[config.mk]
export PLATFORM = sky130hd
export DESIGN_NAME = axi_mm_mem_slave_if
export DESIGN_NICKNAME = d
export VERILOG_FILES = /design/src/rtl/axi_mm_pkg.sv /design/src/rtl/axi_mm_burst_addr.sv /design/src/rtl/axi_mm_mem_slave_if.sv
export SDC_FILE = /design/constraint.sdc
export NUM_CORES = 1
export LEC_CHECK = 0
export CAP_MARGIN = 20
export CORE_ASPECT_RATIO = 1.5
export CORE_MARGIN = 3
export CORE_UTILIZATION = 38
export DETAILED_ROUTE_END_ITERATION = 10
export GPL_ROUTABILITY_DRIVEN = 1
export PLACE_DENSITY_LB_ADDON = 0.12
export SLEW_MARGIN = 20
export SYNTH_ARGS = -nofsm -noshare
export SYNTH_HDL_FRONTEND = slang
export SYNTH_HIERARCHICAL = 1
export SYNTH_SLANG_ARGS = --single-unit
[constraint.sdc]
create_clock -name clk -period 2.3 [get_ports clk]
set_clock_uncertainty 0.2 [all_clocks]
set_input_delay 0.23 -clock clk [delete_from_list [all_inputs] [get_ports clk]]
set_output_delay 0.23 -clock clk [all_outputs]
set_load 0.005 [all_outputs]
[src/rtl/axi_mm_pkg.sv]
// ----------------------------------------------------------------------------
// axi_mm_pkg : shared AXI codes and FSM encodings for the axi_mm slave front end
// Revision   : 1.0
// ----------------------------------------------------------------------------
`default_nettype none

package axi_mm_pkg;

  localparam logic [1:0] RESP_OKAY   = 2'b00;
  localparam logic [1:0] BURST_FIXED = 2'b00;
  localparam logic [1:0] BURST_INCR  = 2'b01;

  typedef enum logic [1:0] {
    W_IDLE = 2'd0,
    W_DATA = 2'd1,
    W_RESP = 2'd2
  } wr_state_t;

  typedef enum logic [1:0] {
    R_IDLE = 2'd0,
    R_ADDR = 2'd1,
    R_DATA = 2'd2
  } rd_state_t;

endpackage

`default_nettype wire

[src/rtl/axi_mm_burst_addr.sv]
// ----------------------------------------------------------------------------
// axi_mm_burst_addr : per-direction word-address / beat counter for AXI bursts
// Revision          : 1.0
// ----------------------------------------------------------------------------
`default_nettype none

module axi_mm_burst_addr
  import axi_mm_pkg::*;
#(
  parameter int ADDR_BITS = 10
) (
  input  logic                 clk,
  input  logic                 rst_n,
  input  logic                 load,
  input  logic [ADDR_BITS-1:0] load_addr,
  input  logic [7:0]           load_len,
  input  logic [1:0]           load_burst,
  input  logic                 step,
  output logic [ADDR_BITS-1:0] addr,
  output logic [ADDR_BITS-1:0] addr_next,
  output logic                 last
);

  logic [7:0] beat;
  logic [7:0] len;
  logic       fixed;

  // WRAP and reserved burst codes deliberately fall through to INCR behaviour
  assign addr_next = fixed ? addr : addr + ADDR_BITS'(1);
  assign last      = (beat == len);

  always_ff @(posedge clk or negedge rst_n) begin
    if (!rst_n) begin
      addr  <= '0;
      beat  <= '0;
      len   <= '0;
      fixed <= 1'b0;
    end else if (load) begin
      addr  <= load_addr;
      beat  <= '0;
      len   <= load_len;
      fixed <= (load_burst == BURST_FIXED);
    end else if (step) begin
      addr  <= addr_next;
      beat  <= beat + 8'd1;
    end
  end

endmodule

`default_nettype wire

[src/rtl/axi_mm_mem_slave_if.sv]
// ----------------------------------------------------------------------------
// axi_mm_mem_slave_if : AXI4 slave driving a dual-port BRAM with 1-cycle reads
// Revision            : 1.0
// ----------------------------------------------------------------------------
`default_nettype none

module axi_mm_mem_slave_if
  import axi_mm_pkg::*;
#(
  parameter int C_S_AXI_DATA_WIDTH = 32,
  parameter int C_S_AXI_ADDR_WIDTH = 32,
  parameter int C_S_AXI_ID_WIDTH   = 1,
  parameter int OPT_MEM_ADDR_BITS  = 10
) (
  input  logic                            clk,
  input  logic                            rst_n,
  input  logic [C_S_AXI_ID_WIDTH-1:0]     s_axi_awid,
  input  logic [C_S_AXI_ADDR_WIDTH-1:0]   s_axi_awaddr,
  input  logic [7:0]                      s_axi_awlen,
  input  logic [1:0]                      s_axi_awburst,
  input  logic [2:0]                      s_axi_awsize,
  input  logic                            s_axi_awvalid,
  output logic                            s_axi_awready,
  input  logic [C_S_AXI_DATA_WIDTH-1:0]   s_axi_wdata,
  input  logic [C_S_AXI_DATA_WIDTH/8-1:0] s_axi_wstrb,
  input  logic                            s_axi_wlast,
  input  logic                            s_axi_wvalid,
  output logic                            s_axi_wready,
  output logic [C_S_AXI_ID_WIDTH-1:0]     s_axi_bid,
  output logic [1:0]                      s_axi_bresp,
  output logic                            s_axi_bvalid,
  input  logic                            s_axi_bready,
  input  logic [C_S_AXI_ID_WIDTH-1:0]     s_axi_arid,
  input  logic [C_S_AXI_ADDR_WIDTH-1:0]   s_axi_araddr,
  input  logic [7:0]                      s_axi_arlen,
  input  logic [1:0]                      s_axi_arburst,
  input  logic [2:0]                      s_axi_arsize,
  input  logic                            s_axi_arvalid,
  output logic                            s_axi_arready,
  output logic [C_S_AXI_ID_WIDTH-1:0]     s_axi_rid,
  output logic [C_S_AXI_DATA_WIDTH-1:0]   s_axi_rdata,
  output logic [1:0]                      s_axi_rresp,
  output logic                            s_axi_rlast,
  output logic                            s_axi_rvalid,
  input  logic                            s_axi_rready,
  output logic                            mem_wen,
  output logic [C_S_AXI_DATA_WIDTH/8-1:0] mem_wstrb,
  output logic [C_S_AXI_DATA_WIDTH-1:0]   mem_wdata,
  output logic [OPT_MEM_ADDR_BITS-1:0]    mem_waddr,
  output logic                            mem_ren,
  output logic [OPT_MEM_ADDR_BITS-1:0]    mem_raddr,
  input  logic [C_S_AXI_DATA_WIDTH-1:0]   mem_rdata
);

  localparam int ADDR_LSB = $clog2(C_S_AXI_DATA_WIDTH / 8);

  wr_state_t w_state, w_next;
  rd_state_t r_state, r_next;
  logic      active;
  logic      w_load, w_step, w_last;
  logic      r_load, r_step, r_last;
  logic [OPT_MEM_ADDR_BITS-1:0] w_addr, w_addr_next, r_addr, r_addr_next;
  logic      unused;

  assign unused = ^{s_axi_awsize, s_axi_arsize, s_axi_wlast, s_axi_awaddr, s_axi_araddr, w_addr_next};

  assign mem_wdata   = s_axi_wdata;
  assign mem_wstrb   = s_axi_wstrb;
  assign mem_waddr   = w_addr;
  assign s_axi_bresp = RESP_OKAY;
  assign s_axi_rresp = RESP_OKAY;
  assign s_axi_rdata = mem_rdata;

  axi_mm_burst_addr #(.ADDR_BITS(OPT_MEM_ADDR_BITS)) u_wr_addr (
    .clk        (clk),
    .rst_n      (rst_n),
    .load       (w_load),
    .load_addr  (s_axi_awaddr[ADDR_LSB +: OPT_MEM_ADDR_BITS]),
    .load_len   (s_axi_awlen),
    .load_burst (s_axi_awburst),
    .step       (w_step),
    .addr       (w_addr),
    .addr_next  (w_addr_next),
    .last       (w_last)
  );

  axi_mm_burst_addr #(.ADDR_BITS(OPT_MEM_ADDR_BITS)) u_rd_addr (
    .clk        (clk),
    .rst_n      (rst_n),
    .load       (r_load),
    .load_addr  (s_axi_araddr[ADDR_LSB +: OPT_MEM_ADDR_BITS]),
    .load_len   (s_axi_arlen),
    .load_burst (s_axi_arburst),
    .step       (r_step),
    .addr       (r_addr),
    .addr_next  (r_addr_next),
    .last       (r_last)
  );

  // Keeps the address-ready outputs low while reset is held and one cycle after
  always_ff @(posedge clk or negedge rst_n) begin
    if (!rst_n) begin
      active    <= 1'b0;
      w_state   <= W_IDLE;
      r_state   <= R_IDLE;
      s_axi_bid <= '0;
      s_axi_rid <= '0;
    end else begin
      active  <= 1'b1;
      w_state <= w_next;
      r_state <= r_next;
      if (w_load) s_axi_bid <= s_axi_awid;
      if (r_load) s_axi_rid <= s_axi_arid;
    end
  end

  always_comb begin
    w_next        = w_state;
    s_axi_awready = 1'b0;
    s_axi_wready  = 1'b0;
    s_axi_bvalid  = 1'b0;
    mem_wen       = 1'b0;
    w_load        = 1'b0;
    w_step        = 1'b0;
    case (w_state)
      W_IDLE: begin
        s_axi_awready = active;
        if (active && s_axi_awvalid) begin
          w_load = 1'b1;
          w_next = W_DATA;
        end
      end
      W_DATA: begin
        s_axi_wready = 1'b1;
        if (s_axi_wvalid) begin
          mem_wen = 1'b1;
          w_step  = 1'b1;
          if (w_last) w_next = W_RESP;
        end
      end
      W_RESP: begin
        s_axi_bvalid = 1'b1;
        if (s_axi_bready) w_next = W_IDLE;
      end
      default: w_next = W_IDLE;
    endcase
  end

  // Next beat's read is issued on the handshake so data streams at one beat per cycle
  always_comb begin
    r_next        = r_state;
    s_axi_arready = 1'b0;
    s_axi_rvalid  = 1'b0;
    s_axi_rlast   = 1'b0;
    mem_ren       = 1'b0;
    mem_raddr     = r_addr;
    r_load        = 1'b0;
    r_step        = 1'b0;
    case (r_state)
      R_IDLE: begin
        s_axi_arready = active;
        if (active && s_axi_arvalid) begin
          r_load = 1'b1;
          r_next = R_ADDR;
        end
      end
      R_ADDR: begin
        mem_ren = 1'b1;
        r_next  = R_DATA;
      end
      R_DATA: begin
        s_axi_rvalid = 1'b1;
        s_axi_rlast  = r_last;
        if (s_axi_rready) begin
          if (r_last) begin
            r_next = R_IDLE;
          end else begin
            mem_ren   = 1'b1;
            mem_raddr = r_addr_next;
            r_step    = 1'b1;
          end
        end
      end
      default: r_next = R_IDLE;
    endcase
  end

endmodule

`default_nettype wire
==> results.py <==
metrics = {
    "global_route": {
        "grt_pass1_vias": 3157,
        "antenna_found_initial": 0,
        "grt_max_degree": 62,
        "grt_overflow_total": 0,
        "grt_pass1_wl_um": 15000,
        "grt_use_total_pct": 15.1,
    },
    "yosys": {
        "yosys_warnings": 6,
        "synthesis.area_um2": 4160,
        "avgSynthCellArea_um2": 9.93,
        "synthCells": 419,
    },
    "sta": {
        "slew_violations": 0,
        "timing.final.crit_period_ns": 2.44,
        "clock.fmax_mhz": 409,
        "rsz0062_at_grt": "yes",
        "fin_crit_sh_pct": 106,
        "worst_hold_slack_ns": 0.252,
        "timing.final.hold_violations": 0,
        "setup_slack_ns": -0.144,
        "setup_viol": 11,
        "tns_ns": -1.32,
    },
    "floorplan": {
        "core-area_um2": 10600,
        "initial_core_util_pct": 39.1,
        "fp.dieW_um": 91.4,
        "io_pins": 270,
        "row_count": 46,
        "die_height_um": 134,
        "dieArea_um2": 12300,
    },
    "detailed_routing": {
        "drt-total-wl_um": 9070,
        "firstDrtPassIters": 4,
        "num_vias": 3045,
        "drc": 0,
        "drt_iter0_markers": 62,
        "viasPerCell": 5.00,
        "drtAntennaViolNets": 0,
        "wire_per_inst_um": 14.9,
    },
    "flow_run": {
        "cap_violations": 0,
    },
    "clocking": {
        "numClockSinks": 61,
        "clockRootBuffer": "clkbuf_16",
        "h-tree-depth": 3,
        "cts_buffer_depth": 2,
        "clk_latency_ns": 0.33,
        "clkSlewWorstSetupHoldPaths_ns": 0.06,
        "cts_tree": "built",
        "cts_buffers": 9,
    },
    "status": {
        "violations": "negative setup slack",
        "status": "finished, violations left",
    },
    "finish": {
        "drive_above_1_share_pct": 24.3,
        "nFillCells": 1006,
        "final_cell_mix": "clkdlybuf4s50_1 (65), dfrtp_1 (61), xnor2_1 (29)",
        "num-nets-final": 636,
        "diodes": 0,
        "syn2layout_area_growth_pct": 24.4,
        "layout_commonest_cell": "clkdlybuf4s50_1",
    },
    "critical_path": {
        "end_kind": "output pin",
        "cp_slowest_stage_delay_ns": 0.40,
        "critPathBufInv": 3,
        "crit_chain": "xnor2_1, nand4_1, nor2_2, nand3b_1, buf_6, buf_8, mux2_4, buf_6",
        "cp_max_fo": 5,
        "cpLargestDelayFamily": "simple AND/OR/NAND/NOR gates",
        "r2r_cells": 9,
        "cpMostUsedCell": "buf_6",
        "r2r-start": "u_rd_addr/beat[5]",
        "crit_path_start_kind": "flop",
        "crit_arrival_ns": 2.01,
        "r2r-end": "u_rd_addr/beat[7]",
        "reg2reg_slack_ns": 0.02,
        "crit_path_top_delay_cell": "dfrtp_1",
        "cp_data_required_time_ns": 1.87,
        "crit_type": "flop to output pin",
    },
    "power": {
        "ir_drop_mv": 0.601,
        "p_per_area_nw_per_um2": 1130,
        "p_leak_nw": 2.19,
    },
    "place": {
        "hpwl_um": 6580,
        "place.gp.congestion": 0.792,
        "numPortBuffers": 78,
    },
    "min_path": {
        "worstHoldPathType": "input pin to asynchronous set/reset pin",
    },
}
## through the flow
stage / utilization, % / cell area (um^2) / cells / total power [W] / setup slack [ns]
after CTS: 48.6 / 5170 / 610 / 0.00595 / -0.222
after global routing: 48.6 / 5170 / 609 / 0.00626 / -0.268
final: 48.6 / 5170 / 609 / 0.00585 / -0.144
after floorplan: - / 4170 / 422 / 0.00350 / 0.222
after global placement: 44.3 / 4720 / 584 / 0.00436 / -0.195
after detailed placement: 44.3 / 4720 / 584 / 0.00442 / -0.225
## flip-flops by register name, indices dropped and copies added, names as in the netlist, 2 cells and up
name and flops:
w_state 2, r_state 2, u_wr_addr/beat 8, u_rd_addr/beat 8, u_wr_addr/addr 10, u_wr_addr/len 8, u_rd_addr/addr 10, u_rd_addr/len 8
## timing repair
action / CTS / global route
cloned: 1 / 0
pin swaps: 7 / 14
hold endpoints to repair: 61 / 0
resized for setup: 62 / 12
endpoints found under the setup margin: 16 / 21
hold buffers: 1 / 0
buffers inserted: 9 / 1
## how the worst max path moves through the flow
| stage | startpoint | to | slack, ns | cells past startpoint |
|---|---|---|---|---|
| after floorplan | u_rd_addr/beat[3] | u_rd_addr/addr[9] | 0.22 | 7 |
| after CTS | u_rd_addr/len[2] | mem_raddr[9] | -0.22 | 9 |
| after global routing | u_rd_addr/beat[7] | mem_raddr[8] | -0.27 | 8 |
| after detailed placement | u_rd_addr/beat[6] | mem_raddr[1] | -0.23 | 7 |
| after global placement | u_rd_addr/beat[6] | mem_raddr[1] | -0.19 | 7 |
| final | u_rd_addr/beat[7] | mem_raddr[9] | -0.14 | 8 |
## tightest hold or removal path, stage by stage
cell and delay [ns]:
dlygate4sd3_1 0.53, buf_2 0.12, buf_12 0.30
## final cells by class
class                           instances  area [um^2]  area share (%)
Clock buffer                           10          239            4.62
Clock inverter                          6         71.3            1.38
Inverter                               16         60.1            1.16
Multi-Input combinational cell        258         1990            38.5
Sequential cell                        61         1530            29.5
Tap cell                              144          180            3.48
Timing Repair Buffer                  114         1100            21.3
## metal layers
metal  GRT usage, %  wire length [um]
met1           16.8              3670
met5              0                 0
met4           6.29               143
met3           5.44               544
met2           25.9              4710
## where the power goes
part | internal [W] | switching [W] | leakage, nW | total (W)
Sequential | 0.00149 | 0.000490 | 0.747 | 0.00198
Clock | 0.000875 | 0.000517 | 0.145 | 0.00139
Combinational | 0.00152 | 0.000952 | 1.30 | 0.00247
Total | 0.00389 | 0.00196 | 2.19 | 0.00585
Power figures use the tool's default switching activity.
